`config.mk`:
```
export PLATFORM = sky130hd
export DESIGN_NAME = game_report_tx_flat
export DESIGN_NICKNAME = d
export VERILOG_FILES = /design/src/rtl/game_report_tx_pkg.sv /design/src/rtl/game_report_tx_if.sv /design/src/rtl/game_report_tx_event_fifo.sv /design/src/rtl/game_report_tx.sv /design/src/flat_wrapper.sv
export SDC_FILE = /design/constraint.sdc
export NUM_CORES = 1
export LEC_CHECK = 0
export ABC_AREA = 1
export CELL_PAD_IN_SITES_DETAIL_PLACEMENT = 1
export CELL_PAD_IN_SITES_GLOBAL_PLACEMENT = 1
export CORE_AREA = 2 2 159 161
export DETAILED_ROUTE_END_ITERATION = 8
export DIE_AREA = 0 0 161 163
export HOLD_SLACK_MARGIN = 0.05
export PLACE_DENSITY = 0.75
export SYNTH_ARGS = -nofsm -noshare
export SYNTH_HDL_FRONTEND = slang
export SYNTH_HIERARCHICAL = 1
export SYNTH_SLANG_ARGS = --single-unit
```
`constraint.sdc`:
```
create_clock -name clk -period 3.7 [get_ports clk]
set_input_delay 0.37 -clock clk [delete_from_list [all_inputs] [get_ports clk]]
set_output_delay 0.37 -clock clk [all_outputs]
set_load 0.02 [all_outputs]
```
`src/rtl/game_report_tx_pkg.sv`:
```
`default_nettype none
// ----------------------------------------------------------------------------
// game_report_tx_pkg : shared types, message tables and byte helpers for the
//                      UART game-event reporter.          Rev 1.0
// ----------------------------------------------------------------------------
package game_report_tx_pkg;

  typedef enum logic [3:0] {
    NONE, WAIT, LEFT, RIGHT, DOWN, DROP, HOLD, ROTATE, ROTATE_REV
  } state_type;

  typedef enum logic [1:0] {REP_CMD, REP_SCORE, REP_OVER} report_kind_t;

  typedef enum logic [2:0] {ST_IDLE, ST_POP, ST_SEND, ST_ARM, ST_DRAIN} report_fsm_t;

  typedef struct packed {
    report_kind_t kind;
    logic [15:0]  payload;
  } report_entry_t;

  localparam int SCORE_LEN = 7;
  localparam int OVER_LEN  = 11;

  localparam byte OVER_MSG [0:10] = '{
    8'h47, 8'h41, 8'h4D, 8'h45, 8'h20, 8'h4F, 8'h56, 8'h45, 8'h52, 8'h0D, 8'h0A
  };

  // Zero marks a command that is never reported.
  function automatic logic [7:0] cmd_char(state_type c);
    case (c)
      LEFT:       return 8'h61;
      RIGHT:      return 8'h64;
      DOWN:       return 8'h73;
      DROP:       return 8'h77;
      HOLD:       return 8'h63;
      ROTATE:     return 8'h78;
      ROTATE_REV: return 8'h7A;
      default:    return 8'h00;
    endcase
  endfunction

  function automatic logic cmd_reportable(state_type c);
    return cmd_char(c) != 8'h00;
  endfunction

  function automatic logic [7:0] hex_digit(logic [3:0] d);
    return (d < 4'd10) ? 8'h30 + {4'h0, d} : 8'h37 + {4'h0, d};
  endfunction

  function automatic logic [3:0] last_idx(report_kind_t k);
    case (k)
      REP_SCORE: return 4'(SCORE_LEN - 1);
      REP_OVER:  return 4'(OVER_LEN - 1);
      default:   return 4'd0;
    endcase
  endfunction

  function automatic logic [7:0] msg_byte(report_entry_t e, logic [3:0] idx);
    logic [7:0] b;
    b = 8'h00;
    case (e.kind)
      REP_CMD:   b = e.payload[7:0];
      REP_SCORE: begin
        case (idx)
          4'd0:    b = 8'h50;
          4'd1:    b = hex_digit(e.payload[15:12]);
          4'd2:    b = hex_digit(e.payload[11:8]);
          4'd3:    b = hex_digit(e.payload[7:4]);
          4'd4:    b = hex_digit(e.payload[3:0]);
          4'd5:    b = 8'h0D;
          4'd6:    b = 8'h0A;
          default: b = 8'h00;
        endcase
      end
      REP_OVER:  if (idx < 4'(OVER_LEN)) b = OVER_MSG[idx];
      default:   b = 8'h00;
    endcase
    return b;
  endfunction

endpackage
`default_nettype wire

```
`src/rtl/game_report_tx_if.sv`:
```
`default_nettype none
// ----------------------------------------------------------------------------
// game_report_tx_if : transmit handshake between the reporter and the uart.
//                     Rev 1.0
// ----------------------------------------------------------------------------
interface game_report_tx_if;
  logic       transmit;
  logic [7:0] tx_byte;
  logic       tx_busy;

  modport master (output transmit, output tx_byte, input tx_busy);
  modport slave  (input transmit, input tx_byte, output tx_busy);
endinterface
`default_nettype wire

```
`src/rtl/game_report_tx_event_fifo.sv`:
```
`default_nettype none
// ----------------------------------------------------------------------------
// game_report_tx_event_fifo : DEPTH-entry event FIFO with head-of-queue output.
//                             Rev 1.0
// ----------------------------------------------------------------------------
module game_report_tx_event_fifo
  import game_report_tx_pkg::*;
#(
  parameter int DEPTH = 8
) (
  input  logic          clk,
  input  logic          rst,
  input  logic          wr_en,
  input  report_entry_t wr_data,
  input  logic          rd_en,
  output report_entry_t rd_data,
  output logic          full,
  output logic          empty
);

  localparam int AW = $clog2(DEPTH);

  report_entry_t   mem [DEPTH];
  logic [AW-1:0]   wr_ptr;
  logic [AW-1:0]   rd_ptr;
  logic [AW:0]     count;
  logic            wr_ok;
  logic            rd_ok;

  // A pop frees the slot the same cycle, so a full FIFO still takes a write.
  assign rd_ok   = rd_en && !empty;
  assign wr_ok   = wr_en && (!full || rd_ok);
  assign full    = (count == (AW+1)'(DEPTH));
  assign empty   = (count == '0);
  assign rd_data = mem[rd_ptr];

  always_ff @(posedge clk) begin
    if (wr_ok) mem[wr_ptr] <= wr_data;
  end

  always_ff @(posedge clk or posedge rst) begin
    if (rst) begin
      wr_ptr <= '0;
      rd_ptr <= '0;
      count  <= '0;
    end else begin
      if (wr_ok) wr_ptr <= wr_ptr + AW'(1);
      if (rd_ok) rd_ptr <= rd_ptr + AW'(1);
      case ({wr_ok, rd_ok})
        2'b10:   count <= count + (AW+1)'(1);
        2'b01:   count <= count - (AW+1)'(1);
        default: count <= count;
      endcase
    end
  end

endmodule
`default_nettype wire

```
`src/rtl/game_report_tx.sv`:
```
`default_nettype none
// ----------------------------------------------------------------------------
// game_report_tx : queues game events and serialises them as ASCII messages
//                  into the uart transmit handshake.      Rev 1.0
// ----------------------------------------------------------------------------
module game_report_tx
  import game_report_tx_pkg::*;
#(
  parameter int DEPTH = 8
) (
  input  logic                    clk,
  input  logic                    rst,
  input  logic                    cmd_valid,
  input  state_type               cmd,
  input  logic                    score_valid,
  input  logic [15:0]             score,
  input  logic                    game_over,
  game_report_tx_if.master        uart,
  output logic                    pending,
  output logic [7:0]              drop_cnt
);

  report_fsm_t   state;
  report_entry_t cur;
  logic [3:0]    idx;

  report_entry_t wr_entry;
  report_entry_t head;
  logic          wr_req;
  logic          rd_en;
  logic          full;
  logic          empty;
  logic          cmd_ok;
  logic [1:0]    collide;
  logic          overflow;
  logic [8:0]    drop_sum;

  assign cmd_ok = cmd_valid && cmd_reportable(cmd);

  always_comb begin
    wr_req           = 1'b0;
    wr_entry.kind    = REP_CMD;
    wr_entry.payload = 16'h0000;
    collide          = 2'd0;
    if (game_over) begin
      wr_req        = 1'b1;
      wr_entry.kind = REP_OVER;
      collide       = {1'b0, score_valid} + {1'b0, cmd_ok};
    end else if (score_valid) begin
      wr_req           = 1'b1;
      wr_entry.kind    = REP_SCORE;
      wr_entry.payload = score;
      collide          = {1'b0, cmd_ok};
    end else if (cmd_ok) begin
      wr_req           = 1'b1;
      wr_entry.payload = {8'h00, cmd_char(cmd)};
    end
  end

  assign rd_en    = (state == ST_POP);
  assign overflow = wr_req && full && !rd_en;
  assign drop_sum = {1'b0, drop_cnt} + 9'(collide) + 9'(overflow);
  assign pending  = !empty || (state != ST_IDLE);

  game_report_tx_event_fifo #(.DEPTH(DEPTH)) u_fifo (
    .clk     (clk),
    .rst     (rst),
    .wr_en   (wr_req),
    .wr_data (wr_entry),
    .rd_en   (rd_en),
    .rd_data (head),
    .full    (full),
    .empty   (empty)
  );

  always_ff @(posedge clk or posedge rst) begin
    if (rst) begin
      drop_cnt <= 8'd0;
    end else begin
      drop_cnt <= (drop_sum > 9'd255) ? 8'd255 : drop_sum[7:0];
    end
  end

  // transmit/tx_byte are loaded on entry to SEND so they are valid for exactly that cycle.
  always_ff @(posedge clk or posedge rst) begin
    if (rst) begin
      state         <= ST_IDLE;
      cur           <= '0;
      idx           <= 4'd0;
      uart.transmit <= 1'b0;
      uart.tx_byte  <= 8'h00;
    end else begin
      uart.transmit <= 1'b0;
      case (state)
        ST_IDLE: begin
          if (!empty) state <= ST_POP;
        end
        ST_POP: begin
          cur           <= head;
          idx           <= 4'd0;
          uart.transmit <= 1'b1;
          uart.tx_byte  <= msg_byte(head, 4'd0);
          state         <= ST_SEND;
        end
        ST_SEND: begin
          state <= ST_ARM;
        end
        ST_ARM: begin
          if (uart.tx_busy) state <= ST_DRAIN;
        end
        ST_DRAIN: begin
          if (!uart.tx_busy) begin
            if (idx == last_idx(cur.kind)) begin
              state <= ST_IDLE;
            end else begin
              idx           <= idx + 4'd1;
              uart.transmit <= 1'b1;
              uart.tx_byte  <= msg_byte(cur, idx + 4'd1);
              state         <= ST_SEND;
            end
          end
        end
        default: state <= ST_IDLE;
      endcase
    end
  end

endmodule
`default_nettype wire
```
`src/flat_wrapper.sv`:
```
// flat-port wrapper written by rule: the top's interface ports become plain ports
module game_report_tx_flat import game_report_tx_pkg::*;
#(
  parameter int DEPTH = 8
)
  (clk, rst, cmd_valid, cmd, score_valid, score, game_over, pending, drop_cnt, uart_transmit, uart_tx_byte, uart_tx_busy);
  game_report_tx_if uart_i ();
  input  logic clk;
  input  logic rst;
  input  logic cmd_valid;
  input  state_type cmd;
  input  logic score_valid;
  input  logic [15:0] score;
  input  logic game_over;
  output logic pending;
  output logic [7:0] drop_cnt;
  output wire logic [$bits(uart_i.transmit)-1:0] uart_transmit;
  output wire logic [$bits(uart_i.tx_byte)-1:0] uart_tx_byte;
  input wire logic [$bits(uart_i.tx_busy)-1:0] uart_tx_busy;
  assign uart_transmit = uart_i.transmit;
  assign uart_tx_byte = uart_i.tx_byte;
  assign uart_i.tx_busy = uart_tx_busy;
  game_report_tx #(.DEPTH(DEPTH)) u_core (.clk(clk), .rst(rst), .cmd_valid(cmd_valid), .cmd(cmd), .score_valid(score_valid), .score(score), .game_over(game_over), .uart(uart_i), .pending(pending), .drop_cnt(drop_cnt));
endmodule
```
==> results.txt <==
status - finished, final reports clean
fmax - 322.8 MHz
total gr overflow - 0
clock sinks - 196
Power Dens Cells - 846.0 nW/um^2
most frequent cells in the layout - nand2_1, edfxtp_1, nor2_1, o21ai_0, inv_1
Vias - 7106
CTS tree - built
Hold Fails Final Rpt - 0
Die Y - 163 um
sw power - 4.016 mW
setup violators final - 0
post-cts sizing count - 0
Post-Syn Area - 9651 um^2
Post CTS Setup Buffer Count - 0
largest family of logic cells by synthesized area - simple AND/OR/NAND/NOR gates
worst r2r path cells - 12
Routed Antenna Nets - 0
DR iter-0 viols - 464
commonest non-fill, non-tap cell in the layout - nand2_1
Clock Path Buffers - 2
simple-gate share of the synthesized area - 0.1918
YS warnings - 6
# rows - 58
I/O pin count - 44
hpwl dp - 16.57 mm
first-pass GRT wire length - 39.83 mm
die area - 26240 um^2
launching point of the worst reg2reg path - u_core/u_fifo/rd_ptr[1]
Pleak - 4.592 nW
final worst path period share - 0.8372
All-Layer GR Usage - 0.1959
Critical Path Start Type - input pin
compound-cell area share of the yosys netlist - 0.1009
initial antenna violation count - 0
Worst Setup Slack post-DPL - 98.15 ps
drt pass-1 iters - 4
syn nets - 1029
Max IR drop VDD - 0.3888 mV
die width - 161 um
Clock Skew - 15.55 ps
Post-Synth XOR/XNOR Area - 0.009983
crit path kind - input pin to register
M1 WL - 11.14 mm
Port Buffers - 43
post-synthesis average cell area - 9.888 um^2
post-route setup TNS - 0 ps
CTS clock-pin slew for the worst setup and hold paths - 80 ps
Syn Inst Count - 976
final slew viol count - 0
vias in the first global route - 7390
Least-Margin Pin Slew - 1057 ps
max layer used - met4
Critical Path End Type - register
r2r setup slk - 860 ps
delay-heaviest family, CP - adder cells
synth unique cells - 53
CP Cell Sequence - clkdlybuf4s50_1 -> inv_1 -> nand2_1 -> nor3_2 -> inv_1 -> nand2_1 -> nand2_1 -> ha_1 -> mux2i_1 -> fa_1 -> fa_1 -> nor2_1 -> and3_1 -> nand4_1 -> o21ai_0
P&R area growth vs syn - 14.79%
CP dominant cell by count - nand2_1
H-tree levels - 4
total wire length - 24.86 mm
clock power share - 0.202
Worst path max stage delay - 440 ps
Async SR Flop Fraction - 0.2653
clock root cell - clkbuf_16
Final min period - 3098 ps
max_slew headroom - 0.2894
Placeable Area - 24670 um^2
adder-cell share of the synthesized area - 0.03734
Antenna diodes - 0
DRC viols - 0
arrival time at the worst endpoint - 3450 ps
Reg power frac - 0.367
Worst Path Buf+Inv - 3
drt wl/cell - 18.21 um
Worst-Skew Late Latency - 430 ps
Final Core Density - 0.4490
Post-synth EDFFs - 144
dominant cells by area after synthesis - edfxtp_1, dfrtp_1, nand2_1
Seq cells post-synth - 196
met2 wire len - 12.36 mm
initial core utilization - 0.3911
nets@finish - 1075
Post-synth top flop - edfxtp_1
Crit Path Max Fanout - 8
area leader, netlist - edfxtp_1
largest net degree at the start of global routing - 46
RSZ-0062 raised after global routing - no
Final WS setup - 602.4 ps
worst r2r dst - u_core/uart.tx_byte[3]
DR vias/cell - 5.206
Hold-fix buffers, CTS - 0
Max Cap Viol - 0
mux contribution to synthesized area - 0.02087
worst hold margin - 273.5 ps
register area share after synthesis - 0.5829
share of layout cells above drive strength 1 - 0.09082
Switching Fraction - 0.4285
combinational fraction of design power - 0.431
Num CTS Buffers - 17
RD Place Congestion - 0.8406
metal3 WL - 937 um
Critical Path Slowest Stage Cell - fa_1
Worst Hold Class - input pin to asynchronous set/reset pin
top-area cell type share of the netlist area - 0.4481
WP data required - 4050 ps
Int Power - 5.356 mW
-- cell families after synthesis --
logic type,Yosys count
AOI/OAI and AO/OA,174
xor gates and xnor gates,11
adders and majority gates,27
buffers and inverters,123
DFF,196
muxes,20
and+or+nand+nor,425
-- worst max path at each step --
stage                    start                      end  slack, ps  depth (start not counted)
2_1_floorplan  u_core/state[2]  u_core/u_fifo/mem[3][0]        470                          7
3_3_place_gp            cmd[3]       u_core/drop_cnt[4]        240                         14
3_5_place_dp            cmd[1]       u_core/drop_cnt[2]        100                         16
4_1_cts                 cmd[1]       u_core/drop_cnt[2]        560                         15
5_1_grt                 cmd[1]       u_core/drop_cnt[4]        350                         16
6_report                cmd[1]       u_core/drop_cnt[2]        600                         15
-- cell usage after synthesis, types with 2 or more instances --
cell type / number
dfrtp_1: 52
o22ai_1: 20
or2_0: 4
nand3_1: 32
buf_6: 6
nor2_4: 5
xnor2_1: 4
edfxtp_1: 144
nor3_1: 5
inv_1: 82
a31oi_1: 2
nor2_1: 119
buf_4: 3
nand2_1: 228
o21ai_0: 93
fa_1: 3
o31ai_1: 6
nor3_2: 2
xor2_1: 7
o21bai_1: 3
o21ai_1: 17
nor2_2: 2
nor3b_1: 3
nand3_2: 3
nand2_2: 4
nand3b_1: 2
clkbuf_2: 4
o21ai_2: 2
nand4_1: 6
a21boi_1: 2
nand2_4: 5
a21oi_1: 19
clkbuf_1: 7
buf_2: 14
mux2i_1: 19
ha_1: 24
inv_2: 5
a21oi_2: 3
-- metal layers --
metal / vias to the layer above / GRT usage
li1: 3393 / -
met1: 3550 / 0.2585
met2: 140 / 0.3332
met3: 23 / 0.02928
met4: 0 / 0.06412
met5: - / 0
-- area by class of cell --
class,instances,area (um^2)
multi-input combinational,657,3502
tap,330,412.9
timing repair buffer,62,598.1
inverter,88,332.8
clock buffer,17,425.4
fill,2772,13600
sequential,196,5628
clock inverter,15,178.9
-- stage by stage --
| step | instance area (um^2) | std cells | power, mW |
|---|---|---|---|
| global placement | 10470 | 1333 | 7.335 |
| floorplan | 9651 | 976 | 6.186 |
| global route | 11080 | 1365 | 10.06 |
| CTS | 11080 | 1365 | 9.453 |
| detailed placement | 10470 | 1333 | 7.511 |
| finish | 11080 | 1365 | 9.372 |
-- power groups by stage --
stage | Combinational, mW | Clock [mW] | Sequential [mW]
floorplan | 2.79 | 0 | 3.40
global placement | 3.88 | 0 | 3.45
detailed placement | 4.03 | 0 | 3.48
CTS | 4.08 | 1.93 | 3.45
global route | 4.53 | 2.01 | 3.52
finish | 4.04 | 1.89 | 3.44
-- sequential cells by signal (all words and copies together) (netlist names) --
signal                cells
u_core/u_fifo/count       4
u_core/uart.transmit      1
u_core/state              3
u_core/uart.tx_byte       8
u_core/idx                4
u_core/drop_cnt           8
u_core/u_fifo/wr_ptr      3
u_core/cur               18
u_core/u_fifo/mem       144
u_core/u_fifo/rd_ptr      3
Power figures use the tool's default switching activity.
